==> src/rtl/a1csa_seq_adder.sv <==
// Sequential block-serial adder: one B-bit block per cycle, each block using an add-one carry-select step.
// Optional overflow output enabled by defining A1CSA_SEQ_ADDER_OVF_EN.
module a1csa_seq_adder #(
  parameter int N = 8,
  parameter int B = 4
) (
  input  logic         clk,
  input  logic         rst,
  input  logic         in_valid,
  output logic         in_ready,
  input  logic [N-1:0] a,
  input  logic [N-1:0] b,
  input  logic         cin,
  output logic         out_valid,
  input  logic         out_ready,
  output logic [N-1:0] sum,
  output logic         cout
`ifdef A1CSA_SEQ_ADDER_OVF_EN
  ,
  output logic         ovf
`endif
);

  localparam int NB = N / B;
  localparam int IW = (NB > 1) ? $clog2(NB) : 1;

  typedef enum logic [1:0] {IDLE, RUN, DONE} state_t;

  state_t         state_q, state_d;
  logic [N-1:0]   a_r, b_r, sum_r;
  logic [IW-1:0]  idx;
  logic           carry, cout_r;
  logic [B-1:0]   a_blk, b_blk, rs;
  logic [B:0]     s;
  logic           bco, last;

  always_ff @(posedge clk) begin
    if (rst) state_q <= IDLE;
    else     state_q <= state_d;
  end

  always_comb begin
    state_d   = state_q;
    in_ready  = 1'b0;
    out_valid = 1'b0;
    unique case (state_q)
      IDLE: begin
        in_ready = 1'b1;
        if (in_valid) state_d = RUN;
      end
      RUN:  if (last) state_d = DONE;
      DONE: begin
        out_valid = 1'b1;
        if (out_ready) state_d = IDLE;
      end
      default: state_d = IDLE;
    endcase
  end

  // The block sum is formed without carry-in; the registered carry then selects s or s+1.
  always_comb begin
    a_blk = a_r[idx*B +: B];
    b_blk = b_r[idx*B +: B];
    s     = {1'b0, a_blk} + {1'b0, b_blk};
    rs    = s[B-1:0] + {{(B-1){1'b0}}, carry};
    bco   = s[B] | (carry & (&s[B-1:0]));
    last  = (idx == IW'(NB - 1));
  end

`ifdef A1CSA_SEQ_ADDER_OVF_EN
  logic ovf_r;
  always_ff @(posedge clk) begin
    if (rst) ovf_r <= 1'b0;
    else if (state_q == RUN && last)
      ovf_r <= (rs[B-1] ^ a_blk[B-1] ^ b_blk[B-1]) ^ bco;
  end
  assign ovf = ovf_r;
`endif

  always_ff @(posedge clk) begin
    if (rst) begin
      a_r    <= '0;
      b_r    <= '0;
      sum_r  <= '0;
      idx    <= '0;
      carry  <= 1'b0;
      cout_r <= 1'b0;
    end else begin
      case (state_q)
        IDLE: if (in_valid) begin
          a_r   <= a;
          b_r   <= b;
          idx   <= '0;
          carry <= cin;
        end
        RUN: begin
          sum_r[idx*B +: B] <= rs;
          carry             <= bco;
          if (last) cout_r <= bco;
          else      idx    <= idx + IW'(1);
        end
        default: ;
      endcase
    end
  end

  assign sum  = sum_r;
  assign cout = cout_r;

endmodule

==> config.mk <==
export PLATFORM = sky130hd
export DESIGN_NAME = a1csa_seq_adder
export DESIGN_NICKNAME = d
export VERILOG_FILES = /design/src/rtl/a1csa_seq_adder.sv
export SDC_FILE = /design/constraint.sdc
export NUM_CORES = 1
export LEC_CHECK = 0
export ABC_AREA = 0
export BUFFER_PORTS_ARGS = -buffer_cell sky130_fd_sc_hd__buf_2
export CAP_MARGIN = 0
export CORE_ASPECT_RATIO = 0.8
export CORE_MARGIN = 1
export CORE_UTILIZATION = 35
export CTS_CLUSTER_DIAMETER = 100
export DETAILED_ROUTE_END_ITERATION = 10
export PLACE_DENSITY_LB_ADDON = 0.1
export SLEW_MARGIN = 15
export SYNTH_ARGS = -nofsm -noshare
export SYNTH_HDL_FRONTEND = slang
export SYNTH_SLANG_ARGS = --single-unit
==> constraint.sdc <==
create_clock -name clk -period 5 [get_ports clk]
set_input_delay 0.5 -clock clk [delete_from_list [all_inputs] [get_ports clk]]
set_output_delay 0.5 -clock clk [all_outputs]
set_load 0.02 [all_outputs]
Word-level counts from Yosys, hierarchy flattened --
Cells that the tools add are included.
Storage, ports and cells: bits of input ports 21, flip-flop bits (word level) 29
Cells by class: shift operators 4, reductions and logical operators 7, muxes and demuxes 12, bitwise logic cells 2, $add $sub $neg 4, equal/unequal tests 5
Operators with widths (count):
- $neg A3 Y34 | 1
- $shift A4 B34 Y8 const A | 1
- $shiftx A4 B34 Y8 | 1
- $shiftx A8 B4 Y4 | 2
- $bwmux W8 | 1
- $mux W2 | 3
- $ne A2 B2 Y1 const B | 3
- $pmux W2 S3 | 1
- $reduce_and A2 Y1 | 3
- $add A4 B4 Y5 | 1
- $mux W1 | 5
- $add A4 B1 Y4 | 1
- $pmux W1 S2 | 2
- $reduce_and A4 Y1 | 1
- $reduce_and A3 Y1 | 1
- $eq A2 B1 Y1 const B | 1
- $eq A2 B2 Y1 const B | 1
- $logic_not A2 Y1 | 1
- $reduce_bool A2 Y1 | 1
- $add A1 B1 Y1 const B | 1
- $and A1 B1 Y1 | 1
- $or A1 B1 Y1 | 1

Longest topological paths before layout --
Gate-level depths: netlist (run 1).
depth after elaboration 6, depth in mapped cells 9

Least setup slack after synthesis (run 1) --
Ideal clock, no wire load.
path type reg2reg, start point register idx, end point register sum_r[7], in the netlist sum[7], stages on the path, launching flop included 9, library setup time 0.079 ns, arrival 2.219 ns, setup slack 2.702 ns, path buffers 1, required time 4.921 ns, cells stage by stage dfxtp_1 > buf_2 > mux2_2 > ha_1 > inv_1 > fa_1 > nor3b_1 > xor3_1 > a211oi_2
Between the ends: word-level cells in the longest chain between the ends 5, elaborated cells on any way between the ends 8, those cells by class 3 x add/sub; 4 x shift; 1 x mux
RTL lines:
- start: declaration | RTL line 31 | logic [IW-1:0] idx;
- start signal: assignment | RTL line 100 | else idx <= idx + IW'(1);
- $shiftx A8 B4 Y4, on equally long branches | RTL line 62, 63
- $add A4 B4 Y5 | RTL line 64 | s = {1'b0, a_blk} + {1'b0, b_blk};
- $add A4 B1 Y4 | RTL line 65 | rs = s[B-1:0] + {{(B-1){1'b0}}, carry};
- $shiftx A4 B34 Y8 | RTL line 97 | sum_r[idx*B +: B] <= rs;
- $bwmux W8 * | RTL line 97
- end signal: indexed assignment | RTL line 97
- end: declaration | RTL line 30 | logic [N-1:0] a_r, b_r, sum_r;
Mark *: on every way between the ends. The rest lies on a longest branch, timed or not. A chain may end at the register's enable or synchronous reset.

Final worst setup path (run 1) --
start point register idx, end point register sum_r[3], in the netlist sum[3]
Same word-level chain as after synthesis.

==> results of run 1 <==
through the flow:
step	setup slack, ns	std cells	power (mW)
after floorplan	2.70	157	0.331
after global placement	2.58	231	0.354
after detailed placement	2.49	231	0.357
after CTS	2.48	238	0.548
after global routing	2.32	238	0.572
final	2.48	238	0.538
power by group through the flow:
stage          combinational, mW  sequential (mW)  clock, mW
2_1_floorplan             0.0670            0.264          0
3_3_place_gp              0.0919            0.262          0
3_5_place_dp              0.0944            0.263          0
4_1_cts                   0.0950            0.257      0.195
5_1_grt                    0.105            0.260      0.208
6_report                  0.0933            0.257      0.187
flip-flops by register name, indices dropped and copies added (netlist names):
register and count:
a_r 8, b_r 8, sum 8, state_q 2, carry 1, cout 1
idx 1
kinds of logic after synthesis:
group	share of synthesized area, %
buffers and inverters	4.66
adder cells (fa/ha/maj)	6.95
XOR/XNOR	3.02
multiplexers	9.32
AND/OR/NAND/NOR	19.7
flip-flops	42.4
AO/OA/AOI/OAI	14.0
Yosys cell counts (3+ instances only):
master and count:
clkbuf_1 3, a21oi_1 20, nand2_1 33, mux2i_1 6, mux2_2 6, dfxtp_1 29
inv_1 6, a211oi_1 4, nor2b_1 3, ha_1 6, nor2_1 15, buf_2 5
worst register-to-register path: stages, from the launching register on:
cell and delay [ns]:
dfxtp_1 0.58, mux2_2 0.40, ha_1 0.21, inv_1 0.07, fa_1 0.45, nor3b_1 0.23, xor3_1 0.29, a211oi_1 0.21
layout by cell type, fill, tap and decap left out, types with 2 or more instances in the layout:
master and instances:
a211oi_1 4, a21oi_1 20, buf_2 31, clkbuf_8 6, dfxtp_1 29, ha_1 6
inv_1 6, mux2_2 6, mux2i_1 6, nand2_1 33, nor2_1 15, nor2b_1 3
o21ai_0 2, xor2_1 2
per-layer routing:
metal | vias to the layer above | global-route usage, %
li1 | 582 | -
met1 | 482 | 18.0
met2 | 22 | 22.1
met3 | 4 | 4.70
met4 | 0 | 6.72
met5 | - | 0
path summary, 6_finish.rpt:
path,to,slack (ns)
min reg2reg,b_r[0]$_SDFFE_PP0P_,0.45
max reg2reg,sum[3]$_SDFFE_PP0P_,2.48
min,b_r[0]$_SDFFE_PP0P_,0.45
max,sum[3]$_SDFFE_PP0P_,2.48
layout make-up:
type	instances	area, um2	share of cell area (%)
sequential	29	581	35.5
tap	52	65.1	3.98
multi-input combinational	113	724	44.3
timing repair buffer	31	155	9.49
clock buffer	7	86.3	5.28
inverter	6	22.5	1.38
==> results.yml, run 1 <==
global_route:
  antenna_found_initial: 0
  grt-ovfl-total: 0
  grt_pass1_wl_um: 4410
  grt_pass1_vias: 1023
  track_usage_pct: 14.2
  grt_max_degree: 30
outcome:
  outcome: "finished, final reports clean"
drt:
  wire_per_inst_um: 11.2
  remaining_drc_errors: 0
  wl_met3_um: 92
  met2_length_um: 1180
  drt_iter0_drc: 38
  via_per_inst: 4.58
  met1_length_um: 1380
  drt_wl_total_um: 2680
  dr.pass1.iters: 4
  ant_nets: 0
  maxUsedRoutingLayer: "met4"
  vias: 1090
worst_hold_path:
  hold_path_depth: 2
  hold_start: "b_r[0]$_SDFFE_PP0P_"
  holdCritPathClass: "reg -> reg"
clock_tree:
  cts_buffers: 5
  ctsHoldBuffers: 0
  cts_resized: 0
  clock-root-buffer: "clkbuf_8"
  cts_tree: "done"
  clkLatencyLatePin_ns: 0.27
  clock_sinks: 29
  postCtsSetupBuffers: 0
  cts_buffer_depth: 2
  cts.clk_slew.worst_paths_ns: 0.06
  cts.htree.levels: 2
critical_path:
  crit_cells: 7
  path_cells: "mux2_2, ha_1, inv_1, fa_1, nor3b_1, xor3_1, a211oi_1"
  critPathArrivalTime_ns: 2.71
  start_kind: "register"
  rr_startpoint: "idx$_SDFFE_PP0P_"
  cp.required_ns: 5.19
  critPathCaptureType: "register"
  critPathLaunch: "idx$_SDFFE_PP0P_"
  worstPathMaxFanout: 11
  r2r_cells: 7
  criticalPathCategory: "reg -> reg"
  cpPeakStageDelay_ns: 0.58
  critPathBufInv: 1
  cp_top_family: "adder cells"
  slowest_stage: "dfxtp_1"
synth:
  yosysTopAreaCell: "dfxtp_1"
  synthCells: 157
  syn_area_um2: 1370
  syn_nets: 185
  ys_seq_area_share_pct: 42.4
  synth_flop_cell: "dfxtp_1"
  async_reset_ff_share_pct: 0
  synthTopCellsByArea: "dfxtp_1 (42%), nand2_1 (9.0%), a21oi_1 (7.3%)"
  synth_top_cell_area_share_pct: 42.4
  synth_edf_count: 0
  yosys.cell_types.count: 31
  syn_avg_cell_area_um2: 8.72
  yosysWarnings: 0
  ys_ff_latch: 29
timing:
  maxSlewHeadroom_pct: 58.2
  fin_setup_tns_ns: 0
  fmax_mhz: 396
  rsz0062_at_grt: "no"
  finalCritPeriodShare_pct: 50.5
  skew_ns: 0.00439
  finalCriticalPeriod_ns: 2.52
  whs_ns: 0.453
  hold_violations: 0
  worst_pin_slew_ns: 0.626
  slew_violations: 0
  setup_viol: 0
placed_design:
  dp_hpwl_um: 2050
  place_congestion: 0.697
  portBuffers: 31
  dpl_cell_area_um2: 1550
pwr:
  p_sw_mw: 0.141
  p_clk_share_pct: 34.8
  power.leakage_nw: 0.737
  p_sw_share_pct: 26.3
  pwr-share-comb_pct: 17.3
  p_seq_share_pct: 47.8
  p_int_mw: 0.397
  irDropWorstVdd_v: 0.000156
  powerDensity_nw_per_um2: 329
floorplan:
  start_util_pct: 38.1
  die_h_um: 57.9
  die_w_um: 71.9
  num_rows: 19
  core_um2: 3590
  die-area_um2: 4170
  ios: 32
layout:
  num-fill-cells: 369
  antenna_cells: 0
  fin_nets: 214
  layout-drive-gt1-share_pct: 26.3
  final_util_pct: 45.5
  design_area_um2: 1630
  synthToLayoutAreaGrowth_pct: 19.4
flow_run:
  maxCapViolCount: 0
No activity file was read; power rests on OpenSTA's default activity.
==> inputs of run 2 (changes only) <==
==> constraint.sdc (replaced) <==
create_clock -name clk -period 2.05 [get_ports clk]
set_input_delay 0.205 -clock clk [delete_from_list [all_inputs] [get_ports clk]]
set_output_delay 0.205 -clock clk [all_outputs]
set_load 0.02 [all_outputs]
==> run 2 against run 1 <==
Against the previous run: the run now ends with setup timing left; maximum frequency rose by 16%; worst hold slack worse by 0.29 ns; utilization grew 3.4 points; flip-flop and latch count stayed put; critical path depth stayed put; non-clock buffer count increased by 6; clock power increased to 2.7 times the previous value; power rose to 2.6 times the previous value; cell area up 7.4%; via count grew 2.4%; setup slack got worse by 2.6 ns; combinational power rose to 2.9 times the previous value; critical path type unchanged; critical endpoint is now sum[7]$_SDFFE_PP0P_.
==> results.yml, run 2 (same netlist as run 1, synthesis figures left out) <==
outcome:
  outcome: "finished with violations"
  violations: "setup timing"
timing:
  rsz0062_at_grt: "yes"
  skew_ns: 0.00278
  finalCritPeriodShare_pct: 106
  worst_slack_ns: -0.117
  maxSlewHeadroom_pct: 56.2
  fmax_mhz: 462
  worst_pin_slew_ns: 0.656
  hold_violations: 0
  slew_violations: 0
  finalCriticalPeriod_ns: 2.17
  setup_viol: 7
layout:
  fin_nets: 220
  synthToLayoutAreaGrowth_pct: 28.2
  layout-drive-gt1-share_pct: 34.2
  final_cell_mix: "nand2_1 (33), buf_2 (31), dfxtp_1 (28)"
  antenna_cells: 0
  num-fill-cells: 352
  final_util_pct: 48.9
  design_area_um2: 1760
  mostFrequentLayoutCell: "nand2_1"
global_route:
  grt_pass1_vias: 1040
  grt-ovfl-total: 0
  antenna_found_initial: 0
  grt_max_degree: 30
  grt_pass1_wl_um: 4690
  track_usage_pct: 15.0
clock_tree:
  clock-root-buffer: "clkbuf_8"
  clock_sinks: 29
  cts_tree: "done"
  cts.clk_slew.worst_paths_ns: 0.06
  ctsHoldBuffers: 0
  cts_buffers: 5
  cts.htree.levels: 2
  postCtsSetupBuffers: 0
  cts_buffer_depth: 2
  clkLatencyLatePin_ns: 0.27
flow_run:
  maxCapViolCount: 0
critical_path:
  slowest_stage: "fa_2"
  worstPathMaxFanout: 8
  critPathCaptureType: "register"
  critPathArrivalTime_ns: 2.36
  cpPeakStageDelay_ns: 0.45
  cp.required_ns: 2.24
  criticalPathCategory: "reg -> reg"
  path_cells: "mux2_4, ha_4, inv_2, fa_2, nor3b_2, xor3_1, a211oi_2"
  start_kind: "register"
drt:
  vias: 1116
  remaining_drc_errors: 0
  wire_per_inst_um: 11.6
  via_per_inst: 4.56
  drt_wl_total_um: 2840
  drt_iter0_drc: 42
  ant_nets: 0
  dr.pass1.iters: 4
pwr:
  power.leakage_nw: 0.777
  powerDensity_nw_per_um2: 797
  irDropWorstVdd_v: 0.000399
floorplan:
  ios: 32
  die-area_um2: 4170
  core_um2: 3590
  start_util_pct: 38.1
  num_rows: 19
  die_h_um: 57.9
  die_w_um: 71.9
worst_hold_path:
  holdCritPathClass: "in -> reg"
placed_design:
  dpl_cell_area_um2: 1630
  place_congestion: 0.814
  dp_hpwl_um: 2150
  portBuffers: 31
run 2: path summary, 6_finish.rpt:
path                         end  slack (ns)                 from  depth (start not counted)
max          sum[7]$_SDFFE_PP0P_       -0.12     idx$_SDFFE_PP0P_                          7
min          b_r[1]$_SDFFE_PP0P_        0.17                 b[1]                          3
max reg2reg  sum[7]$_SDFFE_PP0P_       -0.12     idx$_SDFFE_PP0P_                          7
min reg2reg  a_r[1]$_SDFFE_PP0P_        0.46  a_r[1]$_SDFFE_PP0P_                          2
run 2: worst max-delay path: cells and delay by family (launching register included):
kind            cells  cell delay [ns]
xor+xnor            1             0.28
buf+inv             1             0.05
fa+ha+maj           2             0.62
compound gates      1             0.23
mux                 1             0.33
simple gates        1             0.17
flops               1             0.41
run 2: report_power, final:
| part | switching, mW | leakage [nW] | internal [mW] | total (mW) |
|---|---|---|---|---|
| clock | 0.202 | 0.0542 | 0.303 | 0.505 |
| sequential | 0.0276 | 0.238 | 0.602 | 0.629 |
| combinational | 0.139 | 0.485 | 0.127 | 0.266 |
run 2: what timing repair did:
item	4_1_cts	5_1_grt
pin swaps	0	2
gates resized for setup	3	2
setup endpoints to repair	8	8
run 2: layer usage:
| layer | up-vias | global-route usage, % | share of wire (%) |
|---|---|---|---|
| met5 | - | 0 | 0 |
| met4 | 0 | 6.72 | 0.78 |
| met3 | 2 | 4.17 | 5.0 |
| met2 | 30 | 22.4 | 44 |
| met1 | 495 | 20.2 | 50 |
| li1 | 589 | - | - |
run 2: per-stage QoR:
stage,total power [mW],instances,hold WS [ns],setup slack (ns),TNS [ns]
2_1_floorplan,0.821,157,0.341,-0.0549,-0.128
3_5_place_dp,0.900,237,0.450,-0.182,-0.891
5_1_grt,1.47,245,0.173,-0.192,-1.11
4_1_cts,1.41,245,0.160,-0.121,-0.429
3_3_place_gp,0.893,237,0.446,-0.0981,-0.323
6_report,1.40,245,0.167,-0.117,-0.446
run 2: area by class of cell:
type,count,area (um2),share of cell area (%)
tap,52,65.1,3.71
inverter,6,22.5,1.28
clock buffer,7,96.3,5.49
sequential,29,584,33.3
multi-input combinational,113,782,44.5
clock inverter,1,5.00,0.285
timing repair buffer,37,200,11.4
==> inputs of run 3 (changes only) <==
--- a/config.mk
+++ b/config.mk
@@ -5,7 +5,7 @@
 export SDC_FILE = /design/constraint.sdc
 export NUM_CORES = 1
 export LEC_CHECK = 0
-export ABC_AREA = 0
+export ABC_AREA = 1
 export BUFFER_PORTS_ARGS = -buffer_cell sky130_fd_sc_hd__buf_2
 export CAP_MARGIN = 0
 export CORE_ASPECT_RATIO = 0.8
==> run 3 against run 2 <==
Against the previous run: the run now ends clean; highest routed layer unchanged; clock power increased by 21%; register-to-register slack improved by 0.19 ns; clock-buffer cell count unchanged; global-route usage grew 1.8 points; synthesized cell count grew 25%; utilization decreased by 0.47 points; clock skew up 0.00050 ns; first-iteration DRC count up 12%; worst hold slack got worse by 0.034 ns.
==> results.yml, run 3 <==
synth:
  ys_seq_area_share_pct: 41.1
  yosysMostFrequentCell: "nor2_1"
  synth_flop_cell: "dfxtp_1"
  synthTopCellsByArea: "dfxtp_1 (41%), nor2_1 (11%), nand2_1 (9.6%)"
  synth_edf_count: 0
  syn_nets: 224
  syn_avg_cell_area_um2: 7.21
  async_reset_ff_share_pct: 0
  yosysWarnings: 0
  synth_top_cell_area_share_pct: 41.1
  synthTopCellsByCount: "nor2_1 (42), nand2_1 (36), dfxtp_1 (29)"
  ys_ff_latch: 29
  synthCells: 196
  yosys.cell_types.count: 27
  yosysTopAreaCell: "dfxtp_1"
  syn_area_um2: 1410
critical_path:
  r2r_slack_ns: 0.07
  start_kind: "register"
  critPathLaunch: "idx$_SDFFE_PP0P_"
  rr_startpoint: "idx$_SDFFE_PP0P_"
  cpPeakStageDelay_ns: 0.57
  critPathCaptureType: "register"
  r2r-end: "sum[2]$_SDFFE_PP0P_"
  critPathBufInv: 4
  path_cells: "buf_6, nand2_4, nand2_2, ha_4, inv_2, fa_2, inv_2, ha_4, xnor2_2, o21bai_1, inv_1"
  critPathArrivalTime_ns: 2.16
  slowest_stage: "fa_2"
  worstPathMaxFanout: 8
  crit_path_end: "sum[2]$_SDFFE_PP0P_"
  r2r_cells: 11
  cp.required_ns: 2.23
  cp_top_family: "adder cells"
  crit_cells: 11
  criticalPathCategory: "reg -> reg"
worst_hold_path:
  holdCritPathClass: "in -> reg"
timing:
  skew_ns: 0.00328
  slew_violations: 0
  rsz0062_at_grt: "yes"
  worst_slack_ns: 0.0707
  fmax_mhz: 505
  hold_violations: 0
  finalCritPeriodShare_pct: 96.5
  whs_ns: 0.133
  setup_viol: 0
  maxSlewHeadroom_pct: 71.8
  worst_pin_slew_ns: 0.423
  finalCriticalPeriod_ns: 1.98
drt:
  dr.pass1.iters: 4
  wire_per_inst_um: 10.4
  vias: 1283
  via_per_inst: 4.36
  remaining_drc_errors: 0
  ant_nets: 0
  drt_wl_total_um: 3060
  drt_iter0_drc: 47
pwr:
  p_sw_mw: 0.465
  p_seq_share_pct: 39.5
  p_sw_share_pct: 28.5
  power.leakage_nw: 0.959
  irDropWorstVdd_v: 0.000496
  pwr-share-comb_pct: 23.1
  p_int_mw: 1.17
  p_clk_share_pct: 37.4
  powerDensity_nw_per_um2: 880
layout:
  antenna_cells: 0
  fin_nets: 266
  mostFrequentLayoutCell: "nor2_1"
  layout-drive-gt1-share_pct: 31.0
  final_cell_mix: "nor2_1 (42), buf_2 (31), nand2_1 (30)"
  synthToLayoutAreaGrowth_pct: 31.3
floorplan:
  die-area_um2: 4300
  die_h_um: 58.8
  num_rows: 20
  die_w_um: 73.0
  ios: 32
  core_um2: 3830
  start_util_pct: 36.9
global_route:
  track_usage_pct: 16.8
  grt_pass1_vias: 1159
  grt-ovfl-total: 0
  grt_pass1_wl_um: 5290
  grt_max_degree: 17
  antenna_found_initial: 0
clock_tree:
  ctsHoldBuffers: 0
  cts_buffer_depth: 2
  clkLatencyLatePin_ns: 0.28
  cts_tree: "done"
  cts_buffers: 5
  clock-root-buffer: "clkbuf_8"
  clock_sinks: 29
  cts.htree.levels: 2
  cts.clk_slew.worst_paths_ns: 0.06
placed_design:
  place_ws_ns: -0.0296
  dp_hpwl_um: 2300
  portBuffers: 31
  place_congestion: 0.770
outcome:
  outcome: "finished, final reports clean"
flow_run:
  maxCapViolCount: 0
==> run 3: cell families after synthesis <==
kind of cell,Yosys count,share of synthesized area [%]
buf+inv,28,9.48
flops,29,41.1
fa+ha+maj,7,6.73
compound gates,36,13.8
xor+xnor,1,0.620
simple gates,95,28.3
==> run 3: worst reg2reg max path, delay by kind of cell (launching register included) <==
| kind | cells | cell delay, ns |
|---|---|---|
| AND/OR/NAND/NOR | 2 | 0.12 |
| flip-flops | 1 | 0.36 |
| buffers and inverters | 4 | 0.29 |
| XOR/XNOR | 1 | 0.13 |
| adder cells (fa/ha/maj) | 3 | 0.85 |
| AO/OA/AOI/OAI | 1 | 0.13 |
==> run 3: area by class of cell <==
class / count / area [um2]
inverters: 22 / 86.3
clock buffers: 7 / 86.3
clock inverters: 1 / 30.0
repair buffers: 41 / 234
flip-flops and latches: 29 / 582
fillers: 401 / 1970
well taps: 55 / 68.8
multi-input cells: 139 / 767
==> run 3: what timing repair did <==
action                                  in CTS  in global routing
gates resized for setup                      2                 22
pin swaps                                    0                 10
setup buffers                                0                  4
endpoints found under the setup margin       2                  8
cloned                                       0                  0
==> run 3: metal layers <==
layer	global-route usage [%]	up-vias	part of all wire, %
li1	-	704	-
met1	24.7	551	57
met2	22.0	23	37
met3	4.62	5	4.2
met4	8.40	0	1.3
met5	0	-	0
==> run 3: power by group through the flow <==
stage | Sequential [mW] | Clock [mW] | Combinational, mW
finish | 0.645 | 0.610 | 0.378
floorplan | 0.663 | 0 | 0.234
detailed placement | 0.653 | 0 | 0.334
CTS | 0.641 | 0.621 | 0.336
global placement | 0.655 | 0 | 0.330
global route | 0.651 | 0.648 | 0.432
==> run 3: worst min-delay path by stage <==
stage               startpoint                 endpoint  cells after the start  slack (ns)
CTS                        rst  state_q[0]$_SDFFE_PP0P_                      2        0.13
finish                     rst         idx$_SDFFE_PP0P_                      2        0.13
global placement           rst  state_q[0]$_SDFFE_PP0P_                      2        0.43
floorplan                  rst  state_q[0]$_SDFFE_PP0P_                      1        0.27
global route               rst  state_q[0]$_SDFFE_PP0P_                      2        0.13
detailed placement         rst  state_q[0]$_SDFFE_PP0P_                      2        0.43
==> run 3: stage by stage <==
stage	TNS, ns	util [%]	instances	area (um2)	power, mW
3_5_place_dp	-0.0542	42.6	282	1630	0.986
2_1_floorplan	0	-	196	1410	0.896
3_3_place_gp	0	42.6	282	1630	0.985
6_report	0	48.4	294	1850	1.63
5_1_grt	-0.0418	48.4	294	1850	1.73
4_1_cts	0	45.8	290	1750	1.60
